--- src/rtl/serializer_pkg.sv ---
// Shared definitions for the bit serializer: FSM encoding and legal parameter ranges.
package serializer_pkg;

    typedef enum logic {
        IDLE  = 1'b0,
        SHIFT = 1'b1
    } state_t;

    localparam int DATA_W_MIN = 2;
    localparam int DATA_W_MAX = 32;
    localparam int DIV_MIN    = 1;
    localparam int DIV_MAX    = 16;

    // Counter width for a modulo-n count, never narrower than one bit.
    function automatic int cnt_width(input int n);
        return (n > 1) ? $clog2(n) : 1;
    endfunction

endpackage

--- src/rtl/bit_rate_divider.sv ---
// Bit-period divider: counts DIV clk cycles per serial bit while active.
// Latency: strobe/last decoded directly from div_cnt. No backpressure; clear restarts the period.
module bit_rate_divider
    import serializer_pkg::*;
#(
    parameter int DIV = 1
) (
    input  logic clk,
    input  logic reset,
    input  logic clear,
    input  logic active,
    output logic bit_strobe,
    output logic bit_last
);

    localparam int CNT_W = cnt_width(DIV);
    localparam logic [CNT_W-1:0] LAST_CNT = CNT_W'(DIV - 1);

    logic [CNT_W-1:0] div_cnt;

    always_ff @(posedge clk or negedge reset) begin
        if (!reset) begin
            div_cnt <= '0;
        end else if (clear || !active) begin
            div_cnt <= '0;
        end else if (div_cnt == LAST_CNT) begin
            div_cnt <= '0;
        end else begin
            div_cnt <= div_cnt + CNT_W'(1);
        end
    end

    assign bit_strobe = active && (div_cnt == '0);
    assign bit_last   = active && (div_cnt == LAST_CNT);

endmodule

--- src/rtl/bit_serializer.sv ---
// Parallel-to-serial shifter, MSB- or LSB-first, each bit held DIV clk cycles.
// Latency: first bit appears the cycle after accept. Backpressure: din_ready only in idle or last bit cycle.
module bit_serializer
    import serializer_pkg::*;
#(
    parameter int DATA_W = 8,
    parameter int DIV    = 1
) (
    input  logic              clk,
    input  logic              reset,
    input  logic [DATA_W-1:0] din,
    input  logic              din_valid,
    output logic              din_ready,
    input  logic              msb_first,
    output logic              serial_out,
    output logic              bit_strobe,
    output logic              busy
);

    localparam int BIT_W = $clog2(DATA_W);
    localparam logic [BIT_W-1:0] LAST_BIT = BIT_W'(DATA_W - 1);

    if (DATA_W < DATA_W_MIN || DATA_W > DATA_W_MAX ||
        DIV < DIV_MIN || DIV > DIV_MAX) begin : g_bad_param
        $error("bit_serializer: DATA_W or DIV out of range");
    end

    state_t            state;
    state_t            next_state;
    logic [DATA_W-1:0] shreg;
    logic [BIT_W-1:0]  bit_cnt;
    logic              order_msb;
    logic              rst_done;
    logic              bit_last;
    logic              word_last;
    logic              accept;
    logic              shifting;

    assign shifting = (state == SHIFT);

    bit_rate_divider #(
        .DIV(DIV)
    ) u_div (
        .clk       (clk),
        .reset     (reset),
        .clear     (accept),
        .active    (shifting),
        .bit_strobe(bit_strobe),
        .bit_last  (bit_last)
    );

    assign word_last = bit_last && (bit_cnt == LAST_BIT);
    // rst_done keeps din_ready low until the first edge after reset release.
    assign din_ready = rst_done && ((state == IDLE) || word_last);
    assign accept    = din_valid && din_ready;

    always_ff @(posedge clk or negedge reset) begin
        if (!reset) begin
            state    <= IDLE;
            rst_done <= 1'b0;
        end else begin
            state    <= next_state;
            rst_done <= 1'b1;
        end
    end

    always_comb begin
        next_state = state;
        case (state)
            IDLE:    if (accept) next_state = SHIFT;
            SHIFT:   if (word_last && !accept) next_state = IDLE;
            default: next_state = IDLE;
        endcase
    end

    always_ff @(posedge clk or negedge reset) begin
        if (!reset) begin
            shreg     <= '0;
            bit_cnt   <= '0;
            order_msb <= 1'b0;
        end else if (accept) begin
            shreg     <= din;
            bit_cnt   <= '0;
            order_msb <= msb_first;
        end else if (word_last) begin
            shreg     <= '0;
            bit_cnt   <= '0;
        end else if (bit_last) begin
            shreg     <= order_msb ? (shreg << 1) : (shreg >> 1);
            bit_cnt   <= bit_cnt + BIT_W'(1);
        end
    end

    // Current bit sits at the end of the register the word shifts towards.
    assign serial_out = shifting && (order_msb ? shreg[DATA_W-1] : shreg[0]);
    assign busy       = shifting;

endmodule

--- config.mk ---
export PLATFORM = sky130hd
export DESIGN_NAME = bit_serializer
export DESIGN_NICKNAME = d
export VERILOG_FILES = /design/src/rtl/serializer_pkg.sv /design/src/rtl/bit_rate_divider.sv /design/src/rtl/bit_serializer.sv
export SDC_FILE = /design/constraint.sdc
export NUM_CORES = 1
export LEC_CHECK = 0
export BUFFER_PORTS_ARGS = -buffer_cell sky130_fd_sc_hd__buf_2
export CORE_MARGIN = 3
export CORE_UTILIZATION = 55
export DETAILED_ROUTE_END_ITERATION = 8
export PLACE_DENSITY = 0.79
export SLEW_MARGIN = 20
export SYNTH_ARGS = -nofsm -noshare
export SYNTH_HDL_FRONTEND = slang
export SYNTH_HIERARCHICAL = 1
export SYNTH_SLANG_ARGS = --single-unit
--- constraint.sdc ---
create_clock -name clk -period 3.6 [get_ports clk]
set_input_delay 0 -clock clk [delete_from_list [all_inputs] [get_ports clk]]
set_output_delay 0 -clock clk [all_outputs]
set_load 0.03 [all_outputs]
==> PnR_summary.wiki <==
{| class="wikitable"
! Metric !! Value
|-
| Result of the run || finished clean
|-
| Initial Utilization || 59.8%
|-
| HP Class || input port to flip-flop
|-
| Antenna cells || 0
|-
| Share of post-route cells with drive strength above 1 || 30.9%
|-
| Sequential area share after synthesis || 44.0%
|-
| Clock transition at the registers of the reported paths || 0.08 ns
|-
| # resized after CTS || 0
|-
| Most frequent cells in the layout || 15 x sky130_fd_sc_hd__buf_2, 14 x sky130_fd_sc_hd__dfrtp_1, 10 x sky130_fd_sc_hd__dlygate4sd3_1
|-
| Maximum level of the CTS H-tree || 1
|-
| Count of input and output buffers || 15
|-
| Vias in the first global route || 595
|-
| Category of the most critical setup path || flip-flop to flip-flop
|-
| Slew margin rel. || 58.9%
|-
| Global Route Usage Sum || 17.5%
|-
| Clock Tree Buf Depth || 2
|-
| Floorplan die width || 44.1 um
|-
| Total of endpoints with negative setup slack in the final report || 0
|-
| Total number of vias || 612
|-
| Total power after layout || 745 uW
|-
| Buffer count from post-CTS setup fixing || 0
|-
| Post-synth design cell area || 797 sq um
|-
| Clk sinks || 14
|-
| Utilization after layout || 73.3%
|-
| Placed instance count || 96
|-
| DRC viols || 0
|-
| Tmin final || 1.73 ns
|-
| First-pass GRT wire length || 2510 um
|-
| Core box area || 1330 sq um
|-
| Placed Instance Area || 855 sq um
|-
| Fin Hold WS || 0.110 ns
|-
| CTS tree || done
|-
| Leakage power summed over all cells || 0.484 nW
|-
| Post-Syn Nets || 85
|-
| IO Pins || 16
|-
| Worst Path Buf+Inv || 0
|-
| Req. time, crit path || 3.76 ns
|-
| Per-cell routed wire length || 13.8 um
|-
| Most common library cell in the layout ignoring fill and taps || sky130_fd_sc_hd__buf_2
|-
| Number of distinct library cells after synthesis || 25
|-
| Length in cells of the worst reg-to-reg path || 5
|-
| Number of nets in the layout || 110
|-
| Final Skew || 0.00329 ns
|-
| Routed Wire Length || 1500 um
|-
| Yosys reg bits || 14
|-
| VDD IR max || 0.498 mV
|-
| RD Place Congestion || 0.737
|-
| Drt via density || 5.61
|-
| Grt total ovfl || 0
|-
| Clock tree root buffer cell || sky130_fd_sc_hd__clkbuf_4
|-
| Largest stage delay on the critical path || 0.40 ns
|-
| Number of routed nets with antenna violations || 0
|-
| Cell repeated most along the worst path || sky130_fd_sc_hd__ha_1
|-
| Die Span Y || 44.1 um
|-
| PnR worst setup slack || 1.87 ns
|-
| First-pass iteration count of the detailed router || 6
|-
| Top delay family on crit path || adder cells
|-
| Power density over cell area || 763 nW/um^2
|-
| Maximum frequency from static timing analysis || 578 MHz
|-
| Filler cell count in the final layout || 94
|-
| Area growth from synthesis to layout || 22.6%
|-
| Number of hold-slack violations in the final timing report || 0
|-
| Unrepaired setup endpoints after global routing || false
|-
| CTS Hold Bufs || 10
|-
| Gate count of the mapped netlist || 71
|-
| Multi-input logic area || 374 sq um
|-
| Crit path max-delay cell type || sky130_fd_sc_hd__dfrtp_1
|-
| Measured slew at the worst slew-check pin || 0.617 ns
|-
| Clock buffers created by TritonCTS || 3
|-
| Largest net degree at the start of global routing || 21
|-
| Capturing element type of the critical path || flip-flop
|-
| Post-Synthesis Mean Instance Area || 11.2 sq um
|-
| CP Cell Sequence || ha_1 -> ha_1 -> a21bo_4 -> nand3_4 -> mux2_2
|-
| Initial DRC count || 9
|-
| Post-Route Setup TNS || 0 ns
|-
| Filler-free cell count of the finished design || 109
|-
| Part of the cycle the worst path needs || 48.1%
|-
| Worst slack after detailed placement || 1.89 ns
|-
| Kind of start point of the critical path || flip-flop
|-
| Highest fanout seen on the critical path || 10
|-
| Max Cap Viol || 0
|-
| Count of warnings emitted by yosys || 6
|-
| Number of pins with negative max-slew slack in the final report || 0
|-
| Antenna violations before repair || 0
|-
| Floorplan die area || 1940 sq um
|-
| Depth of the critical timing path with buffers and inverters included || 5
|-
| Hold path cells || 3
|-
| Signal arrival time at the worst endpoint || 1.89 ns
|-
| Clock network latency to the later pin of the worst-skew pair || 0.27 ns
|-
| Row count || 13
|-
| Half-perimeter wire length after detailed placement || 1020 um
|-
| Seq. cell area || 350 sq um
|-
| Post-route standard cell area excluding fillers || 977 sq um
|}
[cell families after synthesis]
group / Yosys count / synth area share [%]
buffers and inverters: 14 / 9.11
other: 1 / 0.471
DFF: 14 / 44.0
and+or+nand+nor: 12 / 9.74
adders and majority gates: 2 / 3.14
AOI/OAI and AO/OA: 10 / 9.11
muxes: 18 / 24.5
[power breakdown]
part / switching (mW) / internal [mW] / total, mW
clock network: 0.0470 / 0.0387 / 0.0857
registers: 0.0931 / 0.222 / 0.315
logic: 0.160 / 0.184 / 0.345
total: 0.300 / 0.445 / 0.745
[cell type report]
| cell class | count | share of cell area, % |
|---|---|---|
| clock buffers | 3 | 2.30 |
| inverters | 9 | 3.71 |
| multi-input cells | 43 | 38.3 |
| flip-flops and latches | 14 | 35.9 |
| well taps | 15 | 1.92 |
| repair buffers | 25 | 17.9 |
[per-layer routing]
layer	part of all wire, %	GRT usage (%)
met5	0	0
met4	0.60	7.23
met3	8.6	3.66
met2	46	27.6
met1	45	23.4
[sequential cells by signal (all words and copies together), names as in the netlist]
name and count:
busy 1, rst_done 1, bit_cnt 3, order_msb 1, shreg 8
[final timing paths]
check                                 from         end  slack [ns]
worst max-delay path            bit_cnt[0]    shreg[5]        1.87
worst max register to register  bit_cnt[0]    shreg[5]        1.87
max in group asynchronous            reset    shreg[6]        3.22
min in group asynchronous            reset    shreg[0]        0.14
worst min-delay path             din_valid        busy        0.11
worst min register to register  bit_cnt[2]  bit_cnt[2]        0.57
[tightest hold or removal path: stages]
cell and delay [ns]:
sky130_fd_sc_hd__buf_2 0.11, sky130_fd_sc_hd__nand3_4 0.16, sky130_fd_sc_hd__nand2_1 0.07
[cell usage after synthesis]
cell	n	area (sq um)
sky130_fd_sc_hd__dfrtp_1	14	350
sky130_fd_sc_hd__mux2i_1	9	90.1
sky130_fd_sc_hd__inv_1	8	30.0
sky130_fd_sc_hd__mux2_2	7	78.8
sky130_fd_sc_hd__o22ai_1	6	37.5
sky130_fd_sc_hd__nor2_1	3	11.3
sky130_fd_sc_hd__buf_2	2	10.0
sky130_fd_sc_hd__buf_4	2	15.0
sky130_fd_sc_hd__ha_1	2	25.0
sky130_fd_sc_hd__nand2_1	2	7.51
sky130_fd_sc_hd__nand2b_1	2	12.5
sky130_fd_sc_hd__a21bo_4	1	16.3
sky130_fd_sc_hd__a21oi_1	1	5.00
sky130_fd_sc_hd__and2_1	1	6.26
sky130_fd_sc_hd__buf_6	1	11.3
sky130_fd_sc_hd__conb_1	1	3.75
sky130_fd_sc_hd__inv_4	1	6.26
sky130_fd_sc_hd__mux2_1	1	11.3
sky130_fd_sc_hd__mux2_4	1	15.0
sky130_fd_sc_hd__nand3_4	1	17.5
sky130_fd_sc_hd__nand3b_1	1	7.51
sky130_fd_sc_hd__nand4b_1	1	8.76
sky130_fd_sc_hd__nor2b_1	1	6.26
sky130_fd_sc_hd__o21ai_0	1	5.00
sky130_fd_sc_hd__o32ai_1	1	8.76
Note: power is estimated with default switching activity, not from simulation.
